## src/rtl/imm_decode_buf.sv

```systemverilog
// RV32I immediate decoder: classifies the immediate format, builds the extended
// immediate and pc+imm target, and hands results out through a 2-entry buffer.
module imm_decode_buf #(
  parameter int XLEN  = 32,
  parameter int CNT_W = 16
) (
  input  logic             clk_i,
  input  logic             rst_i,
  input  logic             in_valid_i,
  output logic             in_ready_o,
  input  logic [31:0]      instr_i,
  input  logic [XLEN-1:0]  pc_i,
  output logic             out_valid_o,
  input  logic             out_ready_i,
  output logic [2:0]       imm_type_o,
  output logic [XLEN-1:0]  imm_o,
  output logic [XLEN-1:0]  target_o,
  output logic [CNT_W-1:0] illegal_cnt_o
);

  localparam logic [2:0] T_U = 3'b000;
  localparam logic [2:0] T_J = 3'b001;
  localparam logic [2:0] T_B = 3'b010;
  localparam logic [2:0] T_S = 3'b011;
  localparam logic [2:0] T_I = 3'b100;
  localparam logic [2:0] T_Z = 3'b101;
  localparam logic [2:0] T_R = 3'b110;
  localparam logic [2:0] T_X = 3'b111;

  function automatic logic [2:0] decode_type(input logic [31:0] ins);
    logic [2:0] t;
    case (ins[6:0])
      7'b0110111, 7'b0010111:                         t = T_U;
      7'b1101111:                                     t = T_J;
      7'b1100011:                                     t = T_B;
      7'b0100011:                                     t = T_S;
      7'b0000011, 7'b0010011, 7'b1100111, 7'b0001111: t = T_I;
      7'b1110011:                                     t = ins[14] ? T_Z : T_I;
      7'b0110011:                                     t = T_R;
      default:                                        t = T_X;
    endcase
    return t;
  endfunction

  // Build a 32-bit signed immediate, then widen; the cast sign-extends.
  function automatic logic [XLEN-1:0] build_imm(input logic [2:0] t, input logic [31:0] ins);
    logic signed [31:0] v;
    case (t)
      T_U:     v = {ins[31:12], 12'b0};
      T_J:     v = {{12{ins[31]}}, ins[19:12], ins[20], ins[30:21], 1'b0};
      T_B:     v = {{20{ins[31]}}, ins[7], ins[30:25], ins[11:8], 1'b0};
      T_S:     v = {{21{ins[31]}}, ins[30:25], ins[11:7]};
      T_I:     v = {{21{ins[31]}}, ins[30:20]};
      T_Z:     v = {27'b0, ins[19:15]};
      default: v = '0;
    endcase
    return XLEN'(v);
  endfunction

  logic [1:0]       count_q, count_d;
  logic [2:0]       head_type_q, head_type_d, spare_type_q, spare_type_d;
  logic [XLEN-1:0]  head_imm_q, head_imm_d, spare_imm_q, spare_imm_d;
  logic [XLEN-1:0]  head_tgt_q, head_tgt_d, spare_tgt_q, spare_tgt_d;
  logic [CNT_W-1:0] cnt_q, cnt_d;

  logic             push, pop;
  logic [2:0]       new_type;
  logic [XLEN-1:0]  new_imm, new_tgt;

  always_comb begin
    new_type = decode_type(instr_i);
    new_imm  = build_imm(new_type, instr_i);
    new_tgt  = pc_i + new_imm;
    push     = in_valid_i && (count_q != 2'd2);
    pop      = out_ready_i && (count_q != 2'd0);

    count_d      = count_q;
    head_type_d  = head_type_q;
    head_imm_d   = head_imm_q;
    head_tgt_d   = head_tgt_q;
    spare_type_d = spare_type_q;
    spare_imm_d  = spare_imm_q;
    spare_tgt_d  = spare_tgt_q;
    cnt_d        = cnt_q;

    // Head register doubles as the output; it keeps the last popped entry when empty.
    if (pop && count_q == 2'd2) begin
      head_type_d = spare_type_q;
      head_imm_d  = spare_imm_q;
      head_tgt_d  = spare_tgt_q;
    end else if (push && (count_q == 2'd0 || pop)) begin
      head_type_d = new_type;
      head_imm_d  = new_imm;
      head_tgt_d  = new_tgt;
    end else if (push) begin
      spare_type_d = new_type;
      spare_imm_d  = new_imm;
      spare_tgt_d  = new_tgt;
    end

    if (push && !pop)      count_d = count_q + 2'd1;
    else if (pop && !push) count_d = count_q - 2'd1;

    if (push && new_type == T_X && cnt_q != {CNT_W{1'b1}})
      cnt_d = cnt_q + CNT_W'(1);
  end

  always_ff @(posedge clk_i or posedge rst_i) begin
    if (rst_i) begin
      count_q      <= 2'd0;
      head_type_q  <= T_R;
      head_imm_q   <= '0;
      head_tgt_q   <= '0;
      spare_type_q <= T_R;
      spare_imm_q  <= '0;
      spare_tgt_q  <= '0;
      cnt_q        <= '0;
    end else begin
      count_q      <= count_d;
      head_type_q  <= head_type_d;
      head_imm_q   <= head_imm_d;
      head_tgt_q   <= head_tgt_d;
      spare_type_q <= spare_type_d;
      spare_imm_q  <= spare_imm_d;
      spare_tgt_q  <= spare_tgt_d;
      cnt_q        <= cnt_d;
    end
  end

  assign in_ready_o    = (count_q != 2'd2);
  assign out_valid_o   = (count_q != 2'd0);
  assign imm_type_o    = head_type_q;
  assign imm_o         = head_imm_q;
  assign target_o      = head_tgt_q;
  assign illegal_cnt_o = cnt_q;

endmodule

```

## config.mk

```make
export PLATFORM = sky130hd
export DESIGN_NAME = imm_decode_buf
export DESIGN_NICKNAME = d
export VERILOG_FILES = /design/src/rtl/imm_decode_buf.sv
export SDC_FILE = /design/constraint.sdc
export NUM_CORES = 1
export LEC_CHECK = 0
export CELL_PAD_IN_SITES_DETAIL_PLACEMENT = 0
export CELL_PAD_IN_SITES_GLOBAL_PLACEMENT = 1
export CORE_MARGIN = 2
export CORE_UTILIZATION = 29
export DETAILED_ROUTE_END_ITERATION = 10
export PLACE_DENSITY_LB_ADDON = 0.1
export SLEW_MARGIN = 5
export SYNTH_ARGS = -nofsm -noshare
export SYNTH_HDL_FRONTEND = slang
export SYNTH_SLANG_ARGS = --single-unit
export TNS_END_PERCENT = 20
```

## constraint.sdc

```tcl
create_clock -name clk_i -period 6.62 [get_ports clk_i]
set_input_delay 1.655 -clock clk_i [delete_from_list [all_inputs] [get_ports clk_i]]
set_output_delay 1.655 -clock clk_i [all_outputs]
set_load 0.1 [all_outputs]
```

==> run metrics, run 1 <==
most frequent cells in the layout clkdlybuf4s50_1, dfrtp_1, nand2_1, o21ai_0, a21oi_1; Initial Utilization 0.295; design area between 0.01 and 0.015 mm2; chip height roughly 180 um; Seq pwr share 0.280; total negative setup slack 0 ns; TritonCTS buffer count 17; Overflow after GRT 0; Slew @ Worst Pin around 1.0 ns; Vias/cell roughly 4.9; commonest non-fill, non-tap cell in the layout clkdlybuf4s50_1; Top Ports between 150 and 200; Reg area between 0.003 and 0.004 mm2; Hold Path Class flop to flop; Pint ~0.0024 W; CP arrival roughly 6.3 ns; Synth Area per Inst ~8.5 um2; initial antenna violation count 0; Hold Violations, Final 0; Setup WS post-layout ~0.65 ns; die span in x 175 um; FILL cells between 2000 and 3000; Net Sw Frac 0.538; post-synthesis cell area 0.00849 mm2; post-CTS resize count 0; Comb power frac 0.529; RSZ-0062 raised after global routing no; die area between 0.03 and 0.04 mm2; drt pass-1 iters 5; H-tree Lvls 4; gp weighted congestion approximately 0.86; largest net degree at the start of global routing 89; row count between 60 and 70; Sink Count approximately 150; critical path class input pin to flop; setup bufs post-CTS 0; CTS tree done; crit end category flop; Via Count 7387; Final Slew Violations 0; fin crit share 0.902; PwrDens roughly 480 mW/mm2; Hold WS approximately 0.48 ns; Psw about 0.0028 W; critical path required time 6.96 ns; Max Freq 0.167 GHz; max_cap viols 0; clk_skew ~0.011 ns; syn nets between 1000 and 1500; Synth Register Bits between 150 and 200; Synth Instances around 1000; first-pass GRT wire length around 42000 um; Clk pwr share 0.191; P&R area growth vs syn 29.5%; wirelength, routed between 20000 and 30000 um; area of the multi-input gates 0.00433 mm2; Longest Clk Path Bufs 2; Max FO, Critical Path 8; Seq/Total Area, Yosys 0.449; Non-Filler Instances around 1500; final setup violating endpoints 0; root buf cell clkbuf_16; initial DRC count roughly 360; DR WL/cell 17.7 um; Worst IR Drop VDD 0.370 mV; vias in the first global route just over 7000; Placement Cell Area 0.0104 mm2; layout cells sized above 1 0.0643; hold buffer count at cts 0; Placed Instances about 1500; leakage 5.01 nW; fin nets approximately 1200; status finished clean; Tmin final roughly 6.0 ns; ant diodes 0; pre-CTS setup slack 0.223 ns; crit start category input pin; Core Area around 0.029 mm2; post-route ant nets 0; Worst-Skew Late Latency 0.44 ns; synth unique cells 58; Post-synth EDFFs 0; ys flop type dfrtp_1; Async SR Flop Fraction 1.00; # port buffers about 150; DP HPWL a little over 20000 um; slew margin rel. 0.328; Tot GR Track Use 0.178; warnings from Yosys 0; # DRC 0; Reg clk slew, reported paths about 0.070 ns
## kinds of logic after synthesis
kind of cell	after synthesis	share of synthesized area
AO/OA/AOI/OAI	347	0.238
AND/OR/NAND/NOR	312	0.161
flip-flops	152	0.449
buffers and inverters	99	0.0452
XOR/XNOR	46	0.0474
adder cells (fa/ha/maj)	34	0.0510
multiplexers	7	0.00884
## stage by stage
step                total power, W   util
global placement           0.00429  0.361
CTS                        0.00532  0.382
global route               0.00553  0.382
floorplan                  0.00357      -
detailed placement         0.00430  0.361
finish                     0.00525  0.382
## power groups by stage
stage	clock (W)	sequential [W]	combinational, W
2_1_floorplan	0	0.00288	0.000683
3_3_place_gp	0	0.00149	0.00280
3_5_place_dp	0	0.00149	0.00280
4_1_cts	0.00103	0.00148	0.00281
5_1_grt	0.00107	0.00152	0.00294
6_report	0.00100	0.00147	0.00278
## state kept, by name, summed over array words and instances, names as in the netlist
name and cells:
count_q 2, illegal_cnt_o 16, imm_o 32, imm_type_o 3, spare_imm_q 32, spare_tgt_q 32
spare_type_q 3, target_o 32
## critical path: stages
cell and delay [ns]:
clkdlybuf4s50_1 0.58, or3b_1 0.41, nor2_1 0.13, a211oi_2 0.07, nor2_1 0.20, and3_1 0.27
nor2b_1 0.15, a221o_1 0.20, ha_1 0.21, inv_1 0.06, fa_1 0.41, nor2b_1 0.17
o21bai_1 0.12, a211oi_2 0.32, o21bai_1 0.17, o211ai_2 0.30, a31oi_1 0.18, o31a_1 0.36
nor4b_1 0.15, nor3_1 0.19
## worst paths after layout
check,depth (start not counted),startpoint,to,slack [ns]
setup reg to reg,6,count_q[0],imm_o[21],4.07
setup / recovery,20,instr_i[5],target_o[24],0.65
max in group asynchronous,3,rst_i,imm_o[10],3.84
min in group asynchronous,2,rst_i,spare_tgt_q[27],1.77
hold / removal,2,spare_imm_q[23],spare_imm_q[23],0.48
hold reg to reg,2,spare_imm_q[23],spare_imm_q[23],0.48
## final cells by class
type | instances | area share
inverters | 40 | 0.0141
flip-flops and latches | 152 | 0.346
multi-input cells | 746 | 0.394
clock buffers | 17 | 0.0387
repair buffers | 165 | 0.147
clock inverters | 15 | 0.0159
well taps | 384 | 0.0437
## synthesized netlist by cell type, drive strengths merged, types with 5 or more instances
cell / instances / area (um2)
dfrtp: 148 / 3700
nand2: 147 / 552
o21ai: 143 / 716
a21oi: 104 / 524
nor2: 84 / 315
clkbuf: 53 / 199
inv: 40 / 150
ha: 33 / 413
xnor2: 29 / 254
nand3: 27 / 135
a21o: 25 / 188
xor2: 17 / 149
o21a: 12 / 90.1
a31oi: 11 / 68.8
a211oi: 9 / 87.6
and2: 8 / 51.3
o21bai: 8 / 60.1
and3: 7 / 45.1
nor3: 7 / 40.0
buf: 6 / 35.0
nand2b: 6 / 37.5
nand4: 6 / 37.5
o211ai: 6 / 50.1
nor2b: 5 / 31.3
o22ai: 5 / 31.3
o31ai: 5 / 42.5
## per-layer routing
metal,global-route usage,wire length [um]
met1,0.259,13500
met2,0.276,12200
met3,0.0305,1040
met4,0.0417,235
met5,0,0
No activity file was read; power rests on OpenSTA's default activity.
==> inputs of run 2 (changes only) <==
ABC_AREA = 1   (was unset)
HOLD_SLACK_MARGIN = 0.1   (was unset)
PLACE_DENSITY = 0.68   (was unset)
PLACE_DENSITY_LB_ADDON = unset   (was 0.1)
==> run metrics, run 2 <==
gp weighted congestion approximately 0.85; TritonCTS buffer count 17; setup bufs post-CTS 0; drt pass-1 iters 8; fin nets ~1500; commonest non-fill, non-tap cell in the layout nand2_1; synth unique cells 45; Initial Utilization 0.293; Reg clk slew, reported paths approximately 0.060 ns; ys flop type dfrtp_1; CP max stage cell clkdlybuf4s50_1; Synth Area per Inst around 7.4 um2; critical path class input pin to flop; fin crit share 0.819; vias in the first global route 8033; critical path cell sequence clkdlybuf4s50_1 -> inv_1 -> nand2_1 -> nor2_2 -> nand2_1 -> nand2_1 -> nor2_1 -> nand2_2 -> and2_4 -> nand3_2 -> o21bai_1 -> ha_1 -> inv_1 -> fa_1 -> o21ai_0 -> nand2_1 -> nand2_1 -> nand2_1 -> nand2_1 -> a21oi_1 -> xnor2_1 -> o21ai_0 -> nand2_1; most frequent cells in the layout nand2_1, clkdlybuf4s50_1, nor2_1, dfrtp_1, inv_1; most used cell, CP nand2_1; Worst-Skew Late Latency 0.44 ns; most common cell in the netlist nand2_1; clk_skew 0.0173 ns; RSZ-0062 raised after global routing no; Async SR Flop Fraction 1.00; Post-synth EDFFs 0; slew margin rel. 0.258; Hold WS about 0.48 ns; Synth Register Bits 152; Synth Instances around 1200; post-synthesis cell area slightly above 0.009 mm2; largest net degree at the start of global routing slightly above 90; max_cap viols 0; # DRC 0; Hold Path Class flop to flop; CTS tree done; # port buffers roughly 150; Vias/cell around 4.7; Tmin final 5.42 ns; Max Freq 0.184 GHz; Core Area around 0.031 mm2; Max FO, Critical Path 9; PwrDens between 400 and 500 mW/mm2; crit end category flop; crit start category input pin; status finished clean; ant diodes 0; initial DRC count 724; CP arrival 5.79 ns; Slew @ Worst Pin 1.11 ns; Tot GR Track Use 0.188; design area 0.0117 mm2; Overflow after GRT 0; die span in x about 180 um; Power, Total roughly 0.0056 W; H-tree Lvls 4; row count 65; Longest Clk Path Bufs 2; Area contributors post-synth dfrtp_1, nand2_1, nor2_1, o21ai_0, inv_1; Seq/Total Area, Yosys 0.415; wirelength, routed 30500 um; pre-CTS setup slack 0.755 ns; Final Slew Violations 0; FILL cells about 3300; syn nets 1335; DP HPWL around 23000 um; total negative setup slack 0 ns; hold buffer count at cts 0; Via Count 8454; Yosys top cell area share 0.404; post-CTS resize count 0; chip height roughly 180 um; leakage between 5 and 6 nW; Worst IR Drop VDD 0.221 mV; warnings from Yosys 0; first-pass GRT wire length 47300 um; layout cells sized above 1 0.0638; Synth top cells by count nand2_1, nor2_1, dfrtp_1; Top Ports 153; crit-path max cell delay approximately 0.46 ns; DR WL/cell about 17 um; cell taking the most area after synthesis dfrtp_1; Setup WS post-layout 1.20 ns; root buf cell clkbuf_16; Sink Count approximately 150; post-route ant nets 0; final setup violating endpoints 0; initial antenna violation count 0; Hold Violations, Final 0; R2R setup slack approximately 3.8 ns; Placement Cell Area 0.0111 mm2; die area 0.0331 mm2; P&R area growth vs syn 27.2%; critical path required time 6.98 ns
-- run 2: critical path, delay by kind of cell --
family          cells  cell delay [ns]
compound gates      4             1.05
xor+xnor            1             0.31
fa+ha+maj           2             0.64
buf+inv             3             0.58
simple gates       13             1.55
-- run 2: worst paths after layout --
path	end	from	depth (start not counted)
min reg2reg	target_o[12]	target_o[12]	2
min	target_o[12]	target_o[12]	2
max	target_o[22]	instr_i[3]	23
max reg2reg	target_o[16]	count_q[0]	10
max in group asynchronous	spare_tgt_q[18]	rst_i	3
min in group asynchronous	spare_imm_q[8]	rst_i	2
-- run 2: kinds of logic (layout without fill, tap and decap cells) --
family	count (synthesis)	after routing	share of synthesized area
compound gates	253	253	0.163
xor+xnor	35	35	0.0334
fa+ha+maj	34	34	0.0472
buf+inv	163	310	0.0708
flops	152	152	0.415
simple gates	596	596	0.270
-- run 2: metrics by stage --
| stage | utilization | std cells |
|---|---|---|
| 6_report | 0.372 | 1782 |
| 2_1_floorplan | - | 1233 |
| 3_5_place_dp | 0.354 | 1751 |
| 4_1_cts | 0.372 | 1782 |
| 5_1_grt | 0.372 | 1782 |
| 3_3_place_gp | 0.354 | 1751 |
-- run 2: final cells by class --
type                    count  area, um2  share of cell area
flip-flops and latches    152       3810               0.327
inverters                 117        444              0.0381
multi-input cells         918       4740               0.406
clock buffers              19        443              0.0380
well taps                 402        503              0.0431
repair buffers            162       1600               0.137
clock inverters            12        129              0.0111
-- run 2: report_power, final --
part	switching (W)	internal [W]
Combinational	0.00240	0.000743
Clock	0.000420	0.000562
Sequential	0.000218	0.00131
-- run 2: routing by layer --
layer | wire (um) | GRT usage
met2 | 13400 | 0.292
met1 | 15300 | 0.269
met4 | 391 | 0.0472
met5 | 0 | 0
met3 | 1400 | 0.0341
